===== src/rtl/solar_pkg.sv =====
// Constants and types shared across the solar tracker: the servo pulse-width
// limits used by the PWM generator, the default sample width, and the tracker FSM state type.
package solar_pkg;

  localparam int unsigned PW_MIN     = 500;   // 0 deg
  localparam int unsigned PW_MAX_LIM = 2500;  // 180 deg
  localparam int unsigned DATA_W_DEF = 12;

  typedef enum logic [1:0] {
    IDLE  = 2'd0,
    ARM   = 2'd1,
    TRACK = 2'd2,
    FIN   = 2'd3
  } state_t;

endpackage


===== src/rtl/irr_peak_tracker_if.sv =====
// Sample handshake between the ADC front end (master) and the peak tracker (slave).
interface irr_peak_tracker_if #(
  parameter int unsigned DATA_W = 12
) ();
  logic [DATA_W-1:0] SAMPLE;
  logic              SAMPLE_VLD;
  logic              SAMPLE_RDY;

  modport master (output SAMPLE, output SAMPLE_VLD, input SAMPLE_RDY);
  modport slave  (input SAMPLE, input SAMPLE_VLD, output SAMPLE_RDY);
endinterface


===== src/rtl/irr_peak_tracker_sample_avg4.sv =====
// Groups accepted samples in fours and presents their mean on the fourth one.
// avg/avg_vld are combinational, so the mean can be compared in the same cycle as the 4th sample.
module sample_avg4 #(
  parameter int unsigned DATA_W = 12
) (
  input  logic              CLK,
  input  logic              RST,
  input  logic              clr,
  input  logic              in_vld,
  input  logic [DATA_W-1:0] in_data,
  output logic [DATA_W-1:0] avg,
  output logic              avg_vld
);

  logic [DATA_W+1:0] acc_q;
  logic [DATA_W+1:0] sum;
  logic [1:0]        cnt_q;

  // Four DATA_W-bit values always fit in DATA_W+2 bits, so the sum cannot wrap.
  assign sum     = acc_q + (DATA_W+2)'(in_data);
  assign avg     = DATA_W'(sum >> 2);
  assign avg_vld = in_vld && (cnt_q == 2'd3);

  // NOTE: sequential state uses non-blocking assignments so every register samples pre-edge values.
  always_ff @(posedge CLK) begin
    if (RST || clr) begin
      acc_q <= '0;
      cnt_q <= '0;
    end else if (in_vld) begin
      acc_q <= (cnt_q == 2'd3) ? '0 : sum;
      cnt_q <= cnt_q + 2'd1;
    end
  end

endmodule


===== src/rtl/irr_peak_tracker.sv =====
// Tracks peak irradiance over a calibration sweep and latches the servo pulse width where it occurred.
// Define IRR_PEAK_AVG_EN to compare 4-sample averages instead of individual samples.
module irr_peak_tracker #(
  parameter int unsigned DATA_W     = solar_pkg::DATA_W_DEF,
  parameter int unsigned PW_W       = 32,
  parameter int unsigned PW_MIN     = solar_pkg::PW_MIN,
  parameter int unsigned PW_MAX_LIM = solar_pkg::PW_MAX_LIM
) (
  input  logic                CLK,
  input  logic                RST,
  input  logic                ES,
  input  logic [PW_W-1:0]     PW,
  irr_peak_tracker_if.slave   smp,
  output logic [PW_W-1:0]     PW_MAX,
  output logic [DATA_W-1:0]   IRR_MAX,
  output logic                BUSY,
  output logic                DONE
);

  import solar_pkg::*;

  state_t state_q;
  state_t state_d;
  logic   es_q;
  logic   es_rise;
  logic   es_fall;
  logic   hs;
  logic   pw_ok;
  logic   acc_vld;
  logic   cmp_vld;
  logic [DATA_W-1:0] cmp_val;

  assign es_rise = ES && !es_q;
  assign es_fall = !ES && es_q;
  assign hs      = smp.SAMPLE_VLD && smp.SAMPLE_RDY;
  assign pw_ok   = (PW >= PW_W'(PW_MIN)) && (PW <= PW_W'(PW_MAX_LIM));
  // Out-of-range samples are still handshaken, just never compared.
  assign acc_vld = hs && pw_ok;

`ifdef IRR_PEAK_AVG_EN
  sample_avg4 #(
    .DATA_W (DATA_W)
  ) u_avg (
    .CLK     (CLK),
    .RST     (RST),
    .clr     (state_q == ARM),
    .in_vld  (acc_vld),
    .in_data (smp.SAMPLE),
    .avg     (cmp_val),
    .avg_vld (cmp_vld)
  );
`else
  assign cmp_val = smp.SAMPLE;
  assign cmp_vld = acc_vld;
`endif

  always_ff @(posedge CLK) begin
    if (RST) begin
      state_q <= IDLE;
      es_q    <= 1'b0;
    end else begin
      state_q <= state_d;
      es_q    <= ES;
    end
  end

  // NOTE: a default assignment first in every always_comb keeps all paths assigned, so no latch is inferred.
  always_comb begin
    state_d = state_q;
    case (state_q)
      IDLE:    if (es_rise) state_d = ARM;
      ARM:     state_d = TRACK;
      TRACK:   if (es_fall) state_d = FIN;
      FIN:     state_d = IDLE;
      default: state_d = IDLE;
    endcase
  end

  always_comb begin
    smp.SAMPLE_RDY = 1'b0;
    BUSY           = 1'b0;
    DONE           = 1'b0;
    case (state_q)
      ARM:   BUSY = 1'b1;
      TRACK: begin
        smp.SAMPLE_RDY = 1'b1;
        BUSY           = 1'b1;
      end
      FIN:   DONE = 1'b1;
      default: ;
    endcase
  end

  // Strict greater-than keeps the earliest position on ties.
  always_ff @(posedge CLK) begin
    if (RST) begin
      PW_MAX  <= PW_W'(PW_MIN);
      IRR_MAX <= '0;
    end else if (state_q == ARM) begin
      PW_MAX  <= PW_W'(PW_MIN);
      IRR_MAX <= '0;
    end else if (state_q == TRACK && cmp_vld && cmp_val > IRR_MAX) begin
      PW_MAX  <= PW;
      IRR_MAX <= cmp_val;
    end
  end

endmodule


===== src/flat_wrapper.sv =====
// flat-port wrapper written by rule: the top's interface ports become plain ports
module irr_peak_tracker_flat import solar_pkg::*;
#(
  parameter int unsigned DATA_W     = solar_pkg::DATA_W_DEF,
  parameter int unsigned PW_W       = 32,
  parameter int unsigned PW_MIN     = solar_pkg::PW_MIN,
  parameter int unsigned PW_MAX_LIM = solar_pkg::PW_MAX_LIM
)
  (CLK, RST, ES, PW, PW_MAX, IRR_MAX, BUSY, DONE, smp_SAMPLE, smp_SAMPLE_VLD, smp_SAMPLE_RDY);
  irr_peak_tracker_if #(.DATA_W(DATA_W)) smp_i ();
  input  logic CLK;
  input  logic RST;
  input  logic ES;
  input  logic [PW_W-1:0] PW;
  output logic [PW_W-1:0] PW_MAX;
  output logic [DATA_W-1:0] IRR_MAX;
  output logic BUSY;
  output logic DONE;
  input wire logic [$bits(smp_i.SAMPLE)-1:0] smp_SAMPLE;
  input wire logic [$bits(smp_i.SAMPLE_VLD)-1:0] smp_SAMPLE_VLD;
  output wire logic [$bits(smp_i.SAMPLE_RDY)-1:0] smp_SAMPLE_RDY;
  assign smp_i.SAMPLE = smp_SAMPLE;
  assign smp_i.SAMPLE_VLD = smp_SAMPLE_VLD;
  assign smp_SAMPLE_RDY = smp_i.SAMPLE_RDY;
  irr_peak_tracker #(.DATA_W(DATA_W), .PW_W(PW_W), .PW_MIN(PW_MIN), .PW_MAX_LIM(PW_MAX_LIM)) u_core (.CLK(CLK), .RST(RST), .ES(ES), .PW(PW), .smp(smp_i), .PW_MAX(PW_MAX), .IRR_MAX(IRR_MAX), .BUSY(BUSY), .DONE(DONE));
endmodule

===== config.mk =====
export PLATFORM = sky130hd
export DESIGN_NAME = irr_peak_tracker_flat
export DESIGN_NICKNAME = d
export VERILOG_FILES = /design/src/rtl/solar_pkg.sv /design/src/rtl/irr_peak_tracker_if.sv /design/src/rtl/irr_peak_tracker_sample_avg4.sv /design/src/rtl/irr_peak_tracker.sv /design/src/flat_wrapper.sv
export SDC_FILE = /design/constraint.sdc
export NUM_CORES = 1
export LEC_CHECK = 0
export ABC_CLOCK_PERIOD_IN_PS = 6100
export BUFFER_PORTS_ARGS = -buffer_cell sky130_fd_sc_hd__buf_2
export CORE_ASPECT_RATIO = 0.9
export CORE_MARGIN = 2
export CORE_UTILIZATION = 50
export CTS_CLUSTER_DIAMETER = 60
export DETAILED_ROUTE_END_ITERATION = 8
export PLACE_DENSITY = 0.84
export SLEW_MARGIN = 15
export SYNTH_ARGS = -nofsm -noshare
export SYNTH_HDL_FRONTEND = slang
export SYNTH_SLANG_ARGS = --single-unit

===== constraint.sdc =====
create_clock -name CLK -period 6.1 [get_ports CLK]
set_input_delay 0.305 -clock CLK [delete_from_list [all_inputs] [get_ports CLK]]
set_output_delay 0.305 -clock CLK [all_outputs]
set_load 0.02 [all_outputs]

Yosys cells after proc, flatten, opt, wreduce, memory -nomap -nowiden
Cells that the tools add are included.
{"block": "op_classes", "n_lt_le_gt_ge": 3, "eq_ne": 5, "muxes": 6, "reduce_logical": 13}
{"operator": "32-bit by 9-bit greater-or-equal comparator with 1-bit output, second input constant", "n": 1}
{"operator": "32-bit by 12-bit less-or-equal comparator with 1-bit output, second input constant", "n": 1}
{"operator": "12-bit greater-than comparator", "n": 1}
{"operator": "2-bit case mux with 4 select lines", "n": 1}
{"operator": "1-bit logical AND", "n": 7}
{"operator": "2-bit equality test, second input constant", "n": 2}
{"operator": "2-bit 2-to-1 mux", "n": 2}
{"operator": "2-bit by 1-bit != test with 1-bit output, second input constant", "n": 2}
{"operator": "2-bit OR reduction", "n": 2}
{"operator": "1-bit 2-to-1 mux", "n": 3}
{"operator": "2-bit by 1-bit equality test with 1-bit output, second input constant", "n": 1}
{"operator": "1-bit zero test", "n": 2}
{"operator": "2-bit zero test", "n": 1}
{"operator": "2-bit AND reduction", "n": 1}
{"block": "word_totals", "reg_bits": 47, "word_cells": 31}

Longest topological paths before layout
Gate-level depths: netlist of the first run.
{"block": "logic_depth", "word_depth": 6, "ltp_mapped": 9, "mapped_depth_nobuf": 7}

Least setup slack after synthesis of the first run
No wires, ideal clock.
{"block": "synth_path", "path_kind": "reg-to-reg", "from": "register u_core.IRR_MAX[9]", "to": "register u_core.IRR_MAX[0]", "setup_ns": 0.072, "arrival_ns": 2.018, "n_path_buf": 2, "synth_period_minus_slack_ns": 2.090, "path_stages_with_launch": 10, "slack_ns": 4.010, "cell_sequence": "dfxtp_1 inv_1 ha_1 nand4_1 nor4_1 or3b_1 a311oi_2 buf_6 buf_12 mux2i_1"}
{"block": "synth_between", "elab_chain_cells": 2}
{"element": "start: declaration", "line": "irr_peak_tracker.sv:15", "source": "output logic [DATA_W-1:0] IRR_MAX,"}
{"element": "start signal: assignment", "line": "irr_peak_tracker.sv:104", "source": "IRR_MAX <= cmp_val;"}
{"element": "12-bit greater-than comparator", "line": "irr_peak_tracker.sv:102", "source": "end else if (state_q == TRACK && cmp_vld && cmp_val > IRR_MAX) begin"}
{"element": "1-bit logical AND", "line": "irr_peak_tracker.sv:102"}
Every way passes these cells.
A chain may end at the register's enable or synchronous reset.

Final worst setup path of the first run
{"block": "layout_path", "from": "register u_core.IRR_MAX[5]", "to": "register u_core.IRR_MAX[5]"}
The elaborated chain is that of the path after synthesis.

==> impl_metrics.env, run 1 <==
export IMPL_r2r_slack_ns=3.15
export IMPL_grt_overflow_total=0
export IMPL_die_h_um=66.4
export IMPL_cts_resized_gates=0
export IMPL_synth_async_reset_ratio_pct=0
export IMPL_design_core_area_um2=4100
export IMPL_postCtsSetupBuffers=0
export IMPL_whs_path_depth=2
export IMPL_syn_num_nets=298
export IMPL_hold_viol=0
export IMPL_syn_cell_area_um2=2160
export IMPL_place_area_um2=2630
export IMPL_slowest_delay_ns=0.80
export IMPL_synth_area_leaders="dfxtp_1 (44%), mux2i_1 (12%), ha_1 (9.8%), nor3b_1 (7.0%), nand2_1 (6.6%)"
export IMPL_netlist_cell_type_count=27
export IMPL_clk_latency_ns=0.29
export IMPL_synth_edf_count=0
export IMPL_worst_slew_pin_slew_ns=0.964
export IMPL_slew_violations=0
export IMPL_min_period_ns=2.95
export IMPL_grt_max_degree=37
export IMPL_outcome="finished, final reports clean"
export IMPL_place_ws_ns=3.10
export IMPL_power_density_nw_per_um2=256
export IMPL_drv_cap=0
export IMPL_nets=389
export IMPL_min_delay_start="RST"
export IMPL_r2r_start="u_core.IRR_MAX[5]"
export IMPL_arrival_ns=3.17
export IMPL_yosysWarnings=0
export IMPL_fin_area_um2=2760
export IMPL_antenna_cells=0
export IMPL_holdBufCountCts=0
export IMPL_ctsHtreeMaxLevel=2
export IMPL_hold_path_class="input port to flop"
export IMPL_post_dp_hpwl_um=3550
export IMPL_finalCritPeriodShare_pct=48.3
export IMPL_rr_worst_depth=8
export IMPL_clock_sinks=47
export IMPL_crit_family="compound AO/OA/AOI/OAI gates"
export IMPL_dieArea_um2=4860
export IMPL_track_usage_pct=19.2
export IMPL_vias=1891
export IMPL_register_area_um2=941
export IMPL_fin_skew_ns=0.00635
export IMPL_peakVddDrop_mv=0.166
export IMPL_finalSetupTns_ns=0
export IMPL_gp_congestion=0.800
export IMPL_fin_util_pct=67.4
export IMPL_slowest_stage="a311oi_4"
export IMPL_initialDrtViolationCount=64
export IMPL_grt_pass1_wl_um=7220
export IMPL_synth_top_cell_area_share_pct=43.6
export IMPL_synthToLayoutAreaGrowth_pct=27.9
export IMPL_dr_pass1_iters=4
export IMPL_tritoncts="yes"
export IMPL_min_to="u_core.es_q"
export IMPL_port_buffers=94
export IMPL_fmax_ghz=0.339
export IMPL_die_width_um=73.3
export IMPL_synth_yosys_seq_area_share_pct=43.6
export IMPL_wl_um=4560
export IMPL_start_util_pct=52.7
export IMPL_clk_pin_slew_ns=0.09
export IMPL_cp_num_buf_inv=2
export IMPL_antenna_found_initial=0
export IMPL_avgRoutedWirePerCell_um=12.2
export IMPL_worstPathMaxFanout=27
export IMPL_multi_input_area_um2=1080
export IMPL_postSynthAreaPerCell_um2=9.27
export IMPL_clockBufferDepth=2
export IMPL_dp_cells=365
export IMPL_placementRows=22
export IMPL_finalSetupViolations=0
export IMPL_layout_cells_non_filler=373
export IMPL_crit_path_start_kind="flop"
export IMPL_crit_chain="inv_1, ha_1, nand4_1, nor4_1, or3b_1, a311oi_4, buf_4, mux2i_1"
export IMPL_ant_nets=0
export IMPL_numCtsBuffers=5
export IMPL_drc=0
export IMPL_synth_ff_type="dfxtp_1"
export IMPL_regToRegEndpoint="u_core.IRR_MAX[5]"
export IMPL_yosys_area_top_type="dfxtp_1"
export IMPL_slew_headroom_pct=35.7
export IMPL_fillCellCount=351
export IMPL_criticalPathCategory="flop to flop"
export IMPL_via_per_inst=5.07
export IMPL_root_buffer="clkbuf_8"
export IMPL_ys_ff_latch=47
export IMPL_grt_pass1_vias=1764
export IMPL_grt_setup_unrepaired="no"
export IMPL_setup_worst_path_end_class="flop"
export IMPL_p_leak_nw=1.23
export IMPL_drive_gt1_share_pct=32.9
export IMPL_ioPinCount=95
export IMPL_fin_ws_ns=3.15
export IMPL_synthCells=233
export IMPL_required_ns=6.32
==> flip-flops by register name (all words and copies together), names as in the netlist <==
name / flops
u_core.PW_MAX: 32
u_core.IRR_MAX: 12
u_core.state_q: 2
u_core.es_q: 1
==> stage by stage <==
stage | hold slack [ns] | total power, mW
final | 0.235 | 0.707
after CTS | 0.227 | 0.712
after detailed placement | 0.452 | 0.447
after global placement | 0.440 | 0.444
after global routing | 0.247 | 0.744
after floorplan | 0.377 | 0.409
==> power breakdown <==
group | leakage [nW] | internal, mW | switching [mW]
clock | 0.0644 | 0.163 | 0.103
combinational | 0.789 | 0.0449 | 0.0801
sequential | 0.379 | 0.311 | 0.00424
total | 1.23 | 0.519 | 0.187
==> Yosys cell counts (all sizes together), types with 4 or more instances <==
| cell type | number |
|---|---|
| nand4 | 4 |
| inv | 17 |
| o21ai | 6 |
| nor2 | 18 |
| nand2 | 38 |
| buf | 5 |
| clkbuf | 7 |
| nor3b | 20 |
| nor4 | 5 |
| ha | 17 |
| a21oi | 7 |
| dfxtp | 47 |
| mux2i | 25 |
==> placed cells by master (no fill, tap or decap) <==
cell type	n
a211oi_1	2
a21oi_1	7
a311oi_4	1
and4_1	1
buf_2	94
buf_4	2
bufinv_16	2
clkbuf_8	5
clkinvlp_4	1
dfxtp_1	47
ha_1	17
inv_1	17
mux2i_1	25
nand2_1	38
nand2b_1	2
nand3_1	2
nand4_1	4
nor2_1	17
nor2_2	1
nor2b_1	2
nor3_1	3
nor3b_1	20
nor4_1	5
o211ai_1	1
o21ai_0	5
o21ai_1	1
o22ai_1	1
or2_2	1
or3b_1	1
==> worst max-delay path by stage <==
stage / startpoint / end / cells past startpoint
after floorplan: u_core.IRR_MAX[9] / u_core.IRR_MAX[0] / 9
after global placement: smp_SAMPLE[9] / u_core.PW_MAX[7] / 8
after detailed placement: smp_SAMPLE[9] / u_core.PW_MAX[10] / 8
after CTS: u_core.IRR_MAX[11] / u_core.IRR_MAX[5] / 8
after global routing: u_core.IRR_MAX[7] / u_core.PW_MAX[10] / 8
final: u_core.IRR_MAX[5] / u_core.IRR_MAX[5] / 8
==> logic make-up (layout without fill, tap and decap cells) <==
logic type	count (synthesis)	after routing	synth area share, %
mux	25	25	11.6
simple gates	97	97	22.7
fa+ha+maj	17	17	9.85
flops	47	47	43.6
compound gates	18	18	5.04
buf+inv	29	121	7.24
==> layer usage <==
metal	share of wire (%)	GRT usage, %	up-vias	routed length (um)
li1	-	-	967	-
met1	45	22.9	854	2030
met2	49	34.0	66	2220
met3	5.8	4.57	4	264
met4	0.88	5.79	0	40
met5	0	0	-	0
==> area by class of cell <==
| class | count | area share (%) |
|---|---|---|
| inverters | 17 | 2.31 |
| multi-input cells | 157 | 38.9 |
| clock buffers | 5 | 2.49 |
| flip-flops and latches | 47 | 34.1 |
| well taps | 48 | 2.17 |
| repair buffers | 96 | 17.6 |
| clock inverters | 3 | 2.45 |
No activity file was read; power rests on OpenSTA's default activity.
==> run 2, diff against run 1 <==
- ABC_AREA: default -> 1
- ABC_CLOCK_PERIOD_IN_PS: 6100 -> 2800
- CORE_UTILIZATION: 50 -> 48
- PLACE_DENSITY: 0.84 -> 0.8
- clock period: 6.1 -> 2.8 ns (I/O delays scaled with it)
==> impl_metrics.env, run 2 <==
export IMPL_yosysWarnings=0
export IMPL_syn_cell_area_um2=2300
export IMPL_pwr_share_comb_pct=17.2
export IMPL_min_delay_start="ES"
export IMPL_synthCells=330
export IMPL_cp_common_cell="nand2_1"
export IMPL_synthMostInstantiatedCell="nand2_1"
export IMPL_initialDrtViolationCount=91
export IMPL_slowest_delay_ns=0.51
export IMPL_ioPinCount=95
export IMPL_r2r_slack_ns=0.59
export IMPL_root_buffer="clkbuf_8"
export IMPL_slew_violations=0
export IMPL_min_period_ns=2.21
export IMPL_netlist_cell_type_count=22
export IMPL_clockBufferDepth=2
export IMPL_avgRoutedWirePerCell_um=10.7
export IMPL_power_density_nw_per_um2=522
export IMPL_tritoncts="yes"
export IMPL_synth_top_cell_area_share_pct=40.9
export IMPL_finalCritPeriodShare_pct=79.0
export IMPL_finalSetupTns_ns=0
export IMPL_arrival_ns=2.39
export IMPL_required_ns=2.98
export IMPL_ctsHtreeMaxLevel=2
export IMPL_grt_pass1_vias=1951
export IMPL_grt_max_degree=45
export IMPL_largest_reg_flops=32
export IMPL_peakVddDrop_mv=0.391
export IMPL_power_switching_mw=0.404
export IMPL_p_leak_nw=1.77
export IMPL_crit_chain="inv_1, ha_1, nand2_1, nor2_1, nand2_1, clkinv_1, nand2_1, nand3_2, nand4_4, nand2_1, nand3_1"
export IMPL_clk_pin_slew_ns=0.09
export IMPL_dieArea_um2=5360
export IMPL_layout_cells_non_filler=486
export IMPL_synth_area_leaders="dfxtp_1 (41%), nand2_1 (13%), nor2_1 (11%), ha_1 (9.3%), inv_1 (8.8%)"
export IMPL_outcome="finished, final reports clean"
export IMPL_postCtsSetupBuffers=0
export IMPL_synthToLayoutAreaGrowth_pct=27.8
export IMPL_synth_yosys_seq_area_share_pct=40.9
export IMPL_startpoint="u_core.IRR_MAX[11]"
export IMPL_syn_num_nets=395
export IMPL_wl_um=5200
export IMPL_ys_top_cells_by_count="nand2_1 (81), nor2_1 (69), inv_1 (54), dfxtp_1 (47), nand3_1 (34)"
export IMPL_setup_worst_path_end_class="flop"
export IMPL_fin_area_um2=2940
export IMPL_worst_slew_pin_slew_ns=0.644
export IMPL_vias=2198
export IMPL_grt_pass1_wl_um=8690
export IMPL_die_h_um=69.6
export IMPL_die_width_um=76.9
export IMPL_fmax_ghz=0.452
export IMPL_pwr_share_clk_pct=37.7
export IMPL_start_util_pct=50.9
export IMPL_holdBufCountCts=0
export IMPL_ys_ff_latch=47
export IMPL_post_dp_hpwl_um=3870
export IMPL_reg_largest_list="u_core.PW_MAX (32), u_core.IRR_MAX (12), u_core.state_q (2)"
export IMPL_via_per_inst=4.52
export IMPL_finalSetupViolations=0
export IMPL_port_buffers=94
export IMPL_r2r_start="u_core.IRR_MAX[11]"
export IMPL_fin_total_pwr_mw=1.53
export IMPL_final_cell_mix="buf_2 (94), nand2_1 (81), nor2_1 (68)"
export IMPL_antenna_found_initial=0
export IMPL_postSynthAreaPerCell_um2=6.97
export IMPL_seq_power_share_pct=45.1
export IMPL_slowest_stage="nand4_4"
export IMPL_gp_congestion=0.789
export IMPL_worstPathMaxFanout=44
export IMPL_largest_register="u_core.PW_MAX"
export IMPL_grt_overflow_total=0
export IMPL_grt_setup_unrepaired="no"
export IMPL_dp_cells=478
export IMPL_drive_gt1_share_pct=25.7
export IMPL_crit_path_start_kind="flop"
export IMPL_synth_edf_count=0
export IMPL_p_int_mw=1.13
export IMPL_numCtsBuffers=5
export IMPL_fin_skew_ns=0.00677
export IMPL_cts_resized_gates=0
export IMPL_synth_async_reset_ratio_pct=0
export IMPL_dr_pass1_iters=5
export IMPL_synth_ff_type="dfxtp_1"
export IMPL_placementRows=23
export IMPL_hold_viol=0
export IMPL_final_common_cell="buf_2"
export IMPL_criticalPathCategory="flop to flop"
export IMPL_swShare_pct=26.4
export IMPL_clk_latency_ns=0.30
export IMPL_antenna_cells=0
export IMPL_slew_headroom_pct=57.0
export IMPL_track_usage_pct=19.9
export IMPL_ant_nets=0
export IMPL_drc=0
export IMPL_place_area_um2=2800
export IMPL_nets=488
export IMPL_hold_path_class="input port to flop"
export IMPL_drv_cap=0
export IMPL_design_core_area_um2=4520
export IMPL_yosys_area_top_type="dfxtp_1"
export IMPL_clock_sinks=47
==> run 2: cell count changes after synthesis, sizes merged, moves of 3 or more <==
cell | before | now
nor3b | 20 | 0
inv | 17 | 54
nor4 | 5 | 0
a21oi | 7 | 4
o21ai | 6 | 1
clkbuf | 7 | 4
nand3 | 2 | 35
nand2 | 38 | 82
mux2i | 25 | 0
nor2 | 18 | 70
==> run 2: layout make-up <==
type,instances,area (um^2)
timing repair buffer,95,478
fill,428,1580
clock buffer,6,72.6
multi-input combinational,219,1100
tap,62,77.6
inverter,55,206
clock inverter,2,60.1
sequential,47,941
==> run 2: per-layer routing <==
metal,share of wire [%],vias to the layer above,GRT usage [%]
li1,-,1180,-
met1,45,952,25.1
met2,48,61,33.3
met3,5.2,5,4.69
met4,1.1,0,6.67
met5,0,-,0
==> run 2: final timing paths <==
path                            end  cells after the start
setup reg to reg   u_core.PW_MAX[7]                     11
hold reg to reg   u_core.PW_MAX[15]                      2
setup / recovery   u_core.PW_MAX[7]                     11
hold / removal          u_core.es_q                      3
==> run 2: cell families (layout without fill, tap and decap cells) <==
kind of cell | count (synthesis) | in the layout | synth area share [%]
AOI/OAI and AO/OA | 8 | 8 | 2.07
adders and majority gates | 17 | 17 | 9.25
buffers and inverters | 64 | 158 | 11.5
DFF | 47 | 47 | 40.9
and+or+nand+nor | 194 | 194 | 36.3
==> run 2: through the flow <==
stage	utilization (%)	setup WS (ns)	hold WS, ns
detailed placement	62.1	0.612	0.371
global route	65.0	0.293	0.0680
CTS	65.0	0.586	0.0553
global placement	62.1	0.665	0.354
floorplan	-	0.985	0.212
finish	65.0	0.589	0.0614
==> run 2: power groups by stage <==
| stage | Combinational [mW] | Clock [mW] | Sequential (mW) |
|---|---|---|---|
| after floorplan | 0.167 | 0 | 0.703 |
| after global placement | 0.255 | 0 | 0.705 |
| after detailed placement | 0.262 | 0 | 0.707 |
| after CTS | 0.265 | 0.597 | 0.691 |
| after global routing | 0.300 | 0.630 | 0.692 |
| final | 0.264 | 0.577 | 0.691 |
==> run 2: worst max-delay path: cells and delay by family, from the launching register on <==
kind / cells / cell delay, ns
adders and majority gates: 1 / 0.30
buffers and inverters: 2 / 0.11
DFF: 1 / 0.35
and+or+nand+nor: 8 / 1.32
==> run 3, diff against run 2 <==
- ABC_AREA: 1 -> 0
- ABC_CLOCK_PERIOD_IN_PS: 2800 -> 2000
- CORE_UTILIZATION: 48 -> 42
- PLACE_DENSITY: 0.8 -> 0.75
- clock period: 2.8 -> 2 ns (I/O delays scaled with it)
==> impl_metrics.env, run 3 (synthesis gave the netlist of run 1 again) <==
export IMPL_outcome="complete, but fails checks"
export IMPL_violations="setup timing"
export IMPL_wl_met3_um=332
export IMPL_die_width_um=79.6
export IMPL_drv_cap=0
export IMPL_fin_util_pct=67.9
export IMPL_placementRows=24
export IMPL_dieArea_um2=5730
export IMPL_antenna_cells=0
export IMPL_post_dp_hpwl_um=3830
export IMPL_dp_cells=397
export IMPL_criticalPathCategory="flop to flop"
export IMPL_design_core_area_um2=4890
export IMPL_nets=414
export IMPL_port_buffers=94
export IMPL_r2r_slack_ns=-0.10
export IMPL_via_per_inst=4.85
export IMPL_ant_nets=0
export IMPL_final_cell_mix="buf_2 (94), nand2_1 (38), dfxtp_1 (36)"
export IMPL_place_ws_ns=-0.188
export IMPL_fillCellCount=365
export IMPL_final_common_cell="buf_2"
export IMPL_reg_largest_list="u_core.PW_MAX (32), u_core.IRR_MAX (12), u_core.state_q (2)"
export IMPL_clock_sinks=47
export IMPL_routed_top_layer="met4"
export IMPL_worst_slew_pin_slew_ns=0.792
export IMPL_grt_overflow_total=0
export IMPL_pwr_share_clk_pct=34.1
export IMPL_avgRoutedWirePerCell_um=13.5
export IMPL_dr_pass1_iters=4
export IMPL_required_ns=2.15
export IMPL_root_buffer="clkbuf_8"
export IMPL_crit_path_start_kind="flop"
export IMPL_startpoint="u_core.IRR_MAX[6]"
export IMPL_whs_path_depth=2
export IMPL_layout_cells_non_filler=415
export IMPL_min_period_ns=2.10
export IMPL_swShare_pct=28.6
export IMPL_die_h_um=72.0
export IMPL_finalSetupViolations=33
export IMPL_finalCritPeriodShare_pct=105
export IMPL_rr_worst_depth=10
export IMPL_holdBufCountCts=0
export IMPL_start_util_pct=44.1
export IMPL_grt_max_degree=37
export IMPL_setup_worst_path_end_class="flop"
export IMPL_p_leak_nw=1.45
export IMPL_p_int_mw=1.53
export IMPL_hold_path_class="input port to flop"
export IMPL_clk_latency_ns=0.29
export IMPL_clk_pin_slew_ns=0.09
export IMPL_drc=0
export IMPL_antenna_found_initial=0
export IMPL_arrival_ns=2.25
export IMPL_regToRegEndpoint="u_core.PW_MAX[19]"
export IMPL_clockBufferDepth=2
export IMPL_grt_pass1_wl_um=8790
export IMPL_drive_gt1_share_pct=53.4
export IMPL_fmax_ghz=0.475
export IMPL_track_usage_pct=19.2
export IMPL_min_to="u_core.es_q"
export IMPL_wl_um=5600
export IMPL_worstPathMaxFanout=7
export IMPL_wl_met2_um=2720
export IMPL_peakVddDrop_mv=0.469
export IMPL_ioPinCount=95
export IMPL_tritoncts="yes"
export IMPL_power_density_nw_per_um2=643
export IMPL_slew_violations=0
export IMPL_seq_power_share_pct=44.6
export IMPL_fin_ws_ns=-0.104
export IMPL_vias=2012
export IMPL_grt_pass1_vias=1933
export IMPL_min_delay_start="RST"
export IMPL_fin_skew_ns=0.00458
export IMPL_gp_congestion=0.778
export IMPL_largest_register="u_core.PW_MAX"
export IMPL_r2r_start="u_core.IRR_MAX[6]"
export IMPL_hold_viol=0
export IMPL_wl_met1_um=2500
export IMPL_numCtsBuffers=5
export IMPL_ctsHtreeMaxLevel=2
export IMPL_slew_headroom_pct=47.2
export IMPL_grt_setup_unrepaired="yes"
export IMPL_power_switching_mw=0.611
export IMPL_synthToLayoutAreaGrowth_pct=53.9
export IMPL_pwr_share_comb_pct=21.2
export IMPL_largest_reg_flops=32
export IMPL_initialDrtViolationCount=55
==> run 3: changes by cell type in the layout (fill, tap and decap cells not counted), moves of 11 or more <==
cell,previous run,this run
dfxtp_1,47,36
buf_4,1,20
mux2i_1,0,24
nor3b_2,0,20
nor2_1,68,16
nand2_1,81,38
ha_1,17,6
inv_1,54,9
nand3_1,34,1
ha_4,0,11
==> run 3: routing by layer <==
layer,track usage (%),up-vias
li1,-,1018
met1,25.7,916
met2,32.2,72
met3,3.61,6
met4,4.79,0
met5,0,-
==> run 3: repair_timing <==
action                     in CTS  in global routing
setup endpoints to repair      44                 44
pin swaps                      10                  9
gates resized for setup        27                 24
gates cloned                    2                  1
setup buffers                   7                  1
==> run 3: worst max path at each step <==
stage | slack (ns) | cells past startpoint | to
2_1_floorplan | 0.0006 | 9 | u_core.IRR_MAX[11]
3_3_place_gp | -0.06 | 8 | u_core.PW_MAX[0]
3_5_place_dp | -0.19 | 8 | u_core.IRR_MAX[8]
4_1_cts | -0.14 | 9 | u_core.IRR_MAX[8]
5_1_grt | -0.18 | 9 | u_core.PW_MAX[10]
6_report | -0.10 | 10 | u_core.PW_MAX[19]
==> run 3: through the flow <==
| step | area (um^2) | hold WS, ns | TNS (ns) | power [mW] |
|---|---|---|---|---|
| after floorplan | 2180 | 0.172 | 0 | 1.24 |
| after global placement | 2800 | 0.340 | -1.04 | 1.38 |
| after detailed placement | 2800 | 0.344 | -4.59 | 1.39 |
| after CTS | 3170 | 0.0261 | -2.09 | 2.14 |
| after global routing | 3320 | 0.0332 | -5.57 | 2.25 |
| final | 3320 | 0.0369 | -1.88 | 2.14 |
==> run 3: layout make-up <==
class | count | area (um^2) | share of cell area, %
Multi-Input combinational cell | 157 | 1330 | 40.1
Sequential cell | 47 | 965 | 29.0
Timing Repair Buffer | 121 | 758 | 22.8
Clock buffer | 6 | 82.6 | 2.48
Tap cell | 65 | 81.3 | 2.45
Inverter | 17 | 66.3 | 1.99
Clock inverter | 2 | 38.8 | 1.17
==> run 3: power groups by stage <==
stage                     registers, mW  logic, mW  clock network (mW)
final                             0.953      0.454               0.730
after global routing              0.955      0.515               0.781
after CTS                         0.954      0.433               0.751
after detailed placement          0.976      0.412                   0
after global placement            0.976      0.402                   0
after floorplan                   0.975      0.265                   0
==> run 3: critical path, cell delays in order (launching register included) <==
cell       delay, ns
dfxtp_2         0.34
inv_2           0.04
ha_4            0.21
nand4_1         0.12
nor4_1          0.06
or3b_1          0.41
a311oi_4        0.27
buf_4           0.17
buf_6           0.12
clkbuf_16       0.16
nor3b_2         0.05
